<file path="src/rtl/allocator_pkg.sv">
// Shared header-transaction types exchanged between allocator front-ends,
// the LSU arbiter and the LSU.
package allocator_pkg;

    typedef enum logic [1:0] {
        OpLock,
        OpLoad,
        OpInsert,
        OpDelete
    } lsu_op_e;

    typedef struct packed {
        logic        val;
        lsu_op_e     lsu_op;
        logic [31:0] addr;
        logic [31:0] data;
    } header_data_req_t;

    typedef struct packed {
        logic        val;
        logic [31:0] size;
        logic [31:0] next_addr;
    } header_data_rsp_t;

endpackage

</file>
<file path="src/rtl/lsu_arbiter.sv">
// Round-robin arbiter sharing one LSU between NUM_REQ requesters; holds the grant
// until the LSU response is handed back, with a sticky watchdog on stuck transactions.
module lsu_arbiter
    import allocator_pkg::*;
#(
    parameter int unsigned NUM_REQ        = 4,
    parameter int unsigned TIMEOUT_CYCLES = 1024,
    parameter int unsigned GNT_W          = $clog2(NUM_REQ)
) (
    input  logic                   clk_i,
    input  logic                   rst_i,
    input  header_data_req_t       req_i [NUM_REQ],
    output logic [NUM_REQ-1:0]     req_ack_o,
    output header_data_rsp_t       rsp_o [NUM_REQ],
    input  logic [NUM_REQ-1:0]     rsp_rdy_i,
    output header_data_req_t       lsu_req_o,
    input  logic                   lsu_ready_i,
    input  header_data_rsp_t       lsu_rsp_i,
    output logic                   lsu_rsp_rdy_o,
    output logic                   busy_o,
    output logic [GNT_W-1:0]       grant_o,
    output logic                   err_o
);

    localparam int unsigned WdW = $clog2(TIMEOUT_CYCLES + 1);

    typedef enum logic [1:0] {
        StIdle,
        StIssue,
        StWait
    } state_e;

    state_e             state_q, state_d;
    logic [GNT_W-1:0]   ptr_q, ptr_d;
    logic [GNT_W-1:0]   gnt_q, gnt_d;
    header_data_req_t   req_q, req_d;
    logic [NUM_REQ-1:0] ack_q, ack_d;
    logic [WdW-1:0]     wd_q, wd_d;
    logic               err_q, err_d;

    logic               win_found;
    logic [GNT_W-1:0]   win_idx;
    logic [GNT_W-1:0]   cand_idx;
    int unsigned        cand;

    // Search starts just after the last completed grant, so it wraps to lowest priority.
    always_comb begin
        win_found = 1'b0;
        win_idx   = '0;
        cand      = 0;
        cand_idx  = '0;
        for (int unsigned off = 1; off <= NUM_REQ; off++) begin
            cand     = (32'(ptr_q) + off) % NUM_REQ;
            cand_idx = GNT_W'(cand);
            if (!win_found && req_i[cand_idx].val) begin
                win_found = 1'b1;
                win_idx   = cand_idx;
            end
        end
    end

    always_comb begin
        state_d = state_q;
        ptr_d   = ptr_q;
        gnt_d   = gnt_q;
        req_d   = req_q;
        ack_d   = '0;
        wd_d    = wd_q;
        err_d   = err_q;

        unique case (state_q)
            StIdle: begin
                if (win_found) begin
                    req_d          = req_i[win_idx];
                    gnt_d          = win_idx;
                    ack_d[win_idx] = 1'b1;
                    state_d        = StIssue;
                end
            end
            StIssue: begin
                if (lsu_ready_i) begin
                    wd_d    = '0;
                    state_d = StWait;
                end
            end
            StWait: begin
                if (lsu_rsp_i.val && rsp_rdy_i[gnt_q]) begin
                    ptr_d   = gnt_q;
                    state_d = StIdle;
                end else if (wd_q != WdW'(TIMEOUT_CYCLES)) begin
                    wd_d = wd_q + WdW'(1);
                end
            end
            default: state_d = StIdle;
        endcase

        // The stuck transaction keeps running; only the flag is raised.
        if (wd_d == WdW'(TIMEOUT_CYCLES)) begin
            err_d = 1'b1;
        end
    end

    always_ff @(posedge clk_i) begin
        if (rst_i) begin
            state_q <= StIdle;
            ptr_q   <= GNT_W'(NUM_REQ - 1);
            gnt_q   <= '0;
            req_q   <= '0;
            ack_q   <= '0;
            wd_q    <= '0;
            err_q   <= 1'b0;
        end else begin
            state_q <= state_d;
            ptr_q   <= ptr_d;
            gnt_q   <= gnt_d;
            req_q   <= req_d;
            ack_q   <= ack_d;
            wd_q    <= wd_d;
            err_q   <= err_d;
        end
    end

    always_comb begin
        lsu_req_o     = req_q;
        lsu_req_o.val = (state_q == StIssue);
        lsu_rsp_rdy_o = (state_q == StWait) && rsp_rdy_i[gnt_q];
        for (int unsigned k = 0; k < NUM_REQ; k++) begin
            rsp_o[k]     = lsu_rsp_i;
            rsp_o[k].val = (state_q == StWait) && (gnt_q == GNT_W'(k)) && lsu_rsp_i.val;
        end
    end

    assign req_ack_o = ack_q;
    assign busy_o    = (state_q != StIdle);
    assign grant_o   = gnt_q;
    assign err_o     = err_q;

endmodule

</file>
<file path="config.mk">
export PLATFORM = sky130hd
export DESIGN_NAME = lsu_arbiter
export DESIGN_NICKNAME = d
export VERILOG_FILES = /design/src/rtl/allocator_pkg.sv /design/src/rtl/lsu_arbiter.sv
export SDC_FILE = /design/constraint.sdc
export NUM_CORES = 1
export LEC_CHECK = 0
export BUFFER_PORTS_ARGS = -buffer_cell sky130_fd_sc_hd__buf_2
export CORE_AREA = 2 2 259 261
export DETAILED_ROUTE_END_ITERATION = 7
export DIE_AREA = 0 0 261 263
export GPL_ROUTABILITY_DRIVEN = 0
export PLACE_DENSITY = 0.38
export SYNTH_ARGS = -nofsm -noshare
export SYNTH_HDL_FRONTEND = slang
export SYNTH_SLANG_ARGS = --single-unit
</file>
<file path="constraint.sdc">
create_clock -name clk_i -period 4 [get_ports clk_i]
set_clock_uncertainty 0.05 [all_clocks]
set_input_delay 0.8 -clock clk_i [delete_from_list [all_inputs] [get_ports clk_i]]
set_output_delay 0.8 -clock clk_i [all_outputs]
set_load 0.01 [all_outputs]
</file>
==> results of run 1 <==
[metal layers]
| layer | wire length [um] | part of all wire, % | GRT usage, % |
|---|---|---|---|
| met5 | 8 | 0.028 | 0 |
| met4 | 1240 | 4.3 | 4.622 |
| met3 | 3322 | 12 | 4.140 |
| met2 | 12620 | 44 | 12.53 |
| met1 | 11460 | 40 | 9.065 |
[layout make-up]
cell class | count | area [um2] | area share (%)
tap | 864 | 1081 | 12.50
clock buffer | 10 | 229.0 | 2.648
clock inverter | 6 | 66.31 | 0.7668
multi-input combinational | 525 | 3571 | 41.29
inverter | 10 | 37.54 | 0.4340
antenna | 1 | 2.502 | 0.02894
sequential | 88 | 1762 | 20.37
timing repair buffer | 366 | 1899 | 21.96
[registers in the layout (all words and copies together), names as in the netlist]
name       flops
ptr_q          2
lsu_req_o     66
req_ack_o      4
err_o          1
grant_o        2
wd_q          11
state_q        2
[how the worst max path moves through the flow]
stage,endpoint,start,depth (start not counted)
after CTS,rsp_o[194],state_q[0],6
final,rsp_o[194],state_q[0],6
after global placement,lsu_req_o[46],req_i[267],9
after floorplan,err_o,rsp_rdy_i[3],7
after detailed placement,lsu_req_o[46],req_i[267],9
after global routing,rsp_o[129],state_q[0],6
[cells by family after synthesis]
kind of cell               after synthesis  share of synthesized area [%]
and+or+nand+nor                        207                          12.04
AOI/OAI and AO/OA                      177                          15.00
adders and majority gates                5                         0.8361
muxes                                  136                          19.48
DFF                                     88                          23.55
buffers and inverters                  323                          29.10
[worst max-delay path: cells and delay by family (launching register included)]
kind	cells	cell delay, ns
fa+ha+maj	1	0.35
buf+inv	2	0.24
flops	1	0.32
simple gates	3	0.67
[per-stage QoR]
stage / setup WS, ns / instances / hold WS [ns] / cell area, um2
2_1_floorplan: 1.174 / 936 / 0.4294 / 7482
3_3_place_gp: 0.8963 / 1853 / 0.3921 / 8351
3_5_place_dp: 0.8234 / 1853 / 0.3930 / 8351
4_1_cts: 1.066 / 1869 / 0.4049 / 8646
5_1_grt: 0.9382 / 1870 / 0.4205 / 8648
6_report: 1.185 / 1870 / 0.3995 / 8648
[cell usage after synthesis (7+ instances only)]
cell      instances  area [um2]
buf_4           257        1929
nand2_1         149       559.3
dfxtp_1          88        1762
a21oi_1          81       405.4
mux2i_1          68       680.7
mux2_2           67       754.5
o211ai_1         66       495.5
clkbuf_1         42       157.7
nor2_1           17       63.81
buf_1            14       52.55
inv_1            10       37.54
o21ai_0          10       50.05
nor4_1            7       43.79
[report_power, final]
group	total, mW	switching [mW]	internal (mW)
clock network	0.937	0.447	0.490
registers	1.09	0.0744	1.02
logic	1.26	0.738	0.524
total	3.29	1.26	2.03
[placed cells by master, fill, tap and decap left out, types with 3 or more instances in the layout]
cell | Yosys | final
buf_2 | 0 | 354
o21ai_0 | 10 | 10
nor2b_1 | 5 | 5
clkbuf_16 | 0 | 9
nand2b_1 | 4 | 3
dfxtp_1 | 88 | 88
buf_4 | 257 | 9
nand4_1 | 3 | 3
ha_1 | 5 | 5
buf_12 | 0 | 3
nand2_1 | 149 | 149
inv_1 | 10 | 10
o211ai_1 | 66 | 66
nor2_1 | 17 | 15
nand3_1 | 5 | 5
mux2i_1 | 68 | 68
mux2_2 | 67 | 67
and3_1 | 3 | 3
a21oi_1 | 81 | 81
and2_1 | 4 | 4
a31oi_1 | 3 | 3
nor4_1 | 7 | 7
==> results.toml, run 1 <==
[cells_and_area]
layout-drive-gt1-share_pct = 45.67
n_fill_cell = 7604
fin_nets = 1345
fin_util_pct = 13.18
syn2layout_area_growth_pct = 15.59

[hold_path]
hold_end = "lsu_req_o[41]"
holdCritStartpoint = "lsu_req_o[41]"
hp-class = "reg -> reg"
hold_depth = 2

[logic_synthesis]
synth_ff_type = "dfxtp_1"
synth_nets = 1281
ys_ff_latch = 88
async_reset_ff_share_pct = 0
synth-edff-count = 0
synth.avg_cell_area_um2 = 7.994
synth_cell_types = 45
synthCells = 936
ys_seq_area_share_pct = 23.55
synth_area_um2 = 7482
yosys_warnings = 0

[clocking]
clock_sinks = 88
cts_setup_buffers = 0
clockBufferDepth = 2
clock_latency_ns = 0.38
clkTransAtPathRegs_ns = 0.07
htree_levels = 3
cts_hold_buf = 0
cts_resized = 0
cts_buffers = 9
clk_root_buffer_cell = "clkbuf_16"
tritoncts = "done"

[floorplan]
placeableCoreArea_um2 = 65630
start_util_pct = 11.40
ios = 676
die_area_um2 = 68640
die_y_um = 263
rows = 94
die_w_um = 261

[setup_path]
cp.required_ns = 3.15
arrival_ns = 1.96
r2r-start = "grant_o[0]"
crit_path_max_incr_delay_ns = 0.42
critPathKind = "reg -> out"
reg2regPathDepth = 7
rr_endpoint = "err_o"
end_kind = "output port"
crit_fanout = 10
regToRegSetupSlack_ns = 1.20
worstSetupStartpointType = "flip-flop"
path_cells = "inv_1, ha_1, and2_0, nand2_1, nor2_1, buf_2"
crit_slowest_cell = "and2_0"

[route]
via_per_inst = 3.393
wl_per_cell_um = 15.32
drc = 0
drt-pass1-iter-count = 5
drt_iter0_drc = 194
wirelength_mm = 28.65
antenna_left = 0
via_count = 6344

[timing]
max_freq_ghz = 0.3553
slew_headroom_pct = 38.37
hold_viol = 0
period_needed_ns = 2.815
rsz0062_at_grt = "false"
slew_violations = 0
fin_crit_sh_pct = 70.37
finalSetupViolations = 0
tns_ns = 0
worstMarginPinSlew_ns = 0.9245

[pwr]
powerDensity_nw_per_um2 = 380.2
report.power.total_mw = 3.288
leakage_nw = 3.551
ir_drop_mv = 0.2093

[placement]
io_buffers = 355
dp_hpwl_mm = 22.48

[global_routing]
grt_usage_pct = 8.164
grt_max_degree = 89
antenna_found_initial = 4
grt-ovfl-total = 0
grt_pass1_wl_mm = 41.14
first_global_vias = 6566

[run_status]
status = "completed"

[flow_run]
maxCapViolations = 0
Power figures use the tool's default switching activity.
==> run 2, diff against run 1 <==
- CORE_AREA: 2 2 259 261 -> 2 2 260 262
- DIE_AREA: 0 0 261 263 -> 0 0 262 264
- PLACE_DENSITY: 0.38 -> 0.39
- clock period: 4 -> 2.4 ns (I/O delays scaled with it)
==> run 2 against run 1 <==
Setup slack worse by 1.1 ns. Routed wire length is 8.3% lower. Power grew 70%. Core utilization increased by 0.43 points. Sequential power grew 65%. Die area up 0.76%. Sequential share of layout area decreased by 0.89 points. Count of clock-buffer cells in the layout fell by 1. Worst hold slack worse by 0.059 ns. Clock power rose by 65%. Via count is 1.2% higher. Cell area increased by 4.7%.
==> results.toml, run 2 (synthesis gave the netlist of run 1 again) <==
[run_status]
status = "completed"

[placement]
dp_hpwl_mm = 21.38
pre_cts_ws_ns = -0.2188
io_buffers = 355

[cells_and_area]
final_cell_mix = "buf_2 (354), nand2_1 (149), dfxtp_1 (86), a21oi_1 (79), mux2i_1 (68)"
layout-drive-gt1-share_pct = 48.51
fin_nets = 1381
diodes = 0
largest_reg_flops = 66
syn2layout_area_growth_pct = 21.05
layout_commonest_cell = "buf_2"

[timing]
rsz0062_at_grt = "true"
worst_slack_ns = 0.03817
max_freq_ghz = 0.4234
tns_ns = 0
worstMarginPinSlew_ns = 0.5377
finalSetupViolations = 0
fin_crit_sh_pct = 98.41
hold_viol = 0
slew_violations = 0
period_needed_ns = 2.362
slew_headroom_pct = 63.77

[global_routing]
grt_max_degree = 75
antenna_found_initial = 1
first_global_vias = 6784
grt_pass1_wl_mm = 38.47
grtUsageMet1_pct = 7.760
grt_util_met2_pct = 12.65
grt-ovfl-total = 0
gr-usage-met3_pct = 3.042
grt.busiest_layer = "met2"
grt_usage_pct = 7.441

[route]
drt-pass1-iter-count = 4
wl_per_cell_um = 13.73
drc = 0
antenna_left = 0
drt_iter0_drc = 182
via_per_inst = 3.354
wirelength_mm = 26.29
via_count = 6419

[pwr]
ir_drop_mv = 0.2756
powerDensity_nw_per_um2 = 615.6
leakage_nw = 3.768

[floorplan]
die_area_um2 = 69170
rows = 95
placeableCoreArea_um2 = 66560
die_w_um = 262
ios = 676
start_util_pct = 11.24
die_y_um = 264

[setup_path]
worstSetupStartpointType = "flip-flop"
end_kind = "flip-flop"
arrival_ns = 2.60
crit_fanout = 8
critPathKind = "reg -> reg"
cp.required_ns = 2.64

[clocking]
clockBufferDepth = 2
clk_root_buffer_cell = "clkbuf_16"
htree_levels = 3
clock_sinks = 88
tritoncts = "done"
cts_buffers = 9
clkTransAtPathRegs_ns = 0.07
cts_setup_buffers = 0
clock_latency_ns = 0.37

[flow_run]
maxCapViolations = 0

[hold_path]
hp-class = "in -> reg"
## run 2: changes by cell type in the layout (fill, tap and decap cells not counted), sizes merged
cell      previous run  this run
buf                366       402
clkbuf              10         9
diode                1         0
clkinvlp             0         1
## run 2: repair_timing
item | CTS | global route
hold buffers | 0 | 0
resized for setup | 1 | 8
cloned | 0 | 0
endpoints found under the setup margin | 2 | 11
pin swaps | 1 | 6
## run 2: report_power, final
part / switching (mW) / internal, mW / total, mW / leakage [nW]
logic: 1.23 / 0.997 / 2.22 / 2.90
clock network: 0.737 / 0.812 / 1.55 / 0.146
registers: 0.112 / 1.69 / 1.80 / 0.726
total: 2.07 / 3.50 / 5.58 / 3.77
## run 2: per-stage QoR
step           hold slack [ns]  total power [mW]  instances  util, %  instance area [um2]
2_1_floorplan           0.4294             3.493        936        -                 7485
3_3_place_gp            0.3908             4.124       1898    13.12                 8733
3_5_place_dp            0.3942             4.139       1898    13.12                 8733
4_1_cts                 0.2993             5.809       1914    13.56                 9029
5_1_grt                 0.3234             6.047       1914    13.61                 9057
6_report                0.3400             5.576       1914    13.61                 9057
## run 2: metal layers
metal	vias up	routed length [um]
li1	3155	-
met1	2902	10300
met2	275	12720
met3	85	2221
met4	2	1031
met5	-	16
## run 2: cell type report
type                    instances  area, um2
repair buffers                402       2270
multi-input cells             525       3598
clock inverters                 7      70.07
inverters                      10      37.54
flip-flops and latches         88       1764
fillers                      7699      57510
clock buffers                   9      225.2
well taps                     873       1092
## run 2: worst max-delay path, stage by stage (launching register included)
cell	delay, ns
dfxtp_2	0.34
mux4_2	0.60
a21oi_2	0.19
o21ai_0	0.10
a21oi_1	0.20
nand3_1	0.11
or4_4	0.48
o32ai_2	0.21
## run 2: path summary, 6_finish.rpt
path | cells after the start | to | slack (ns) | startpoint
setup / recovery | 7 | err_o | 0.04 | grant_o[0]
hold / removal | 2 | wd_q[10] | 0.34 | rst_i
setup reg to reg | 7 | err_o | 0.04 | grant_o[0]
hold reg to reg | 2 | lsu_req_o[56] | 0.40 | lsu_req_o[56]
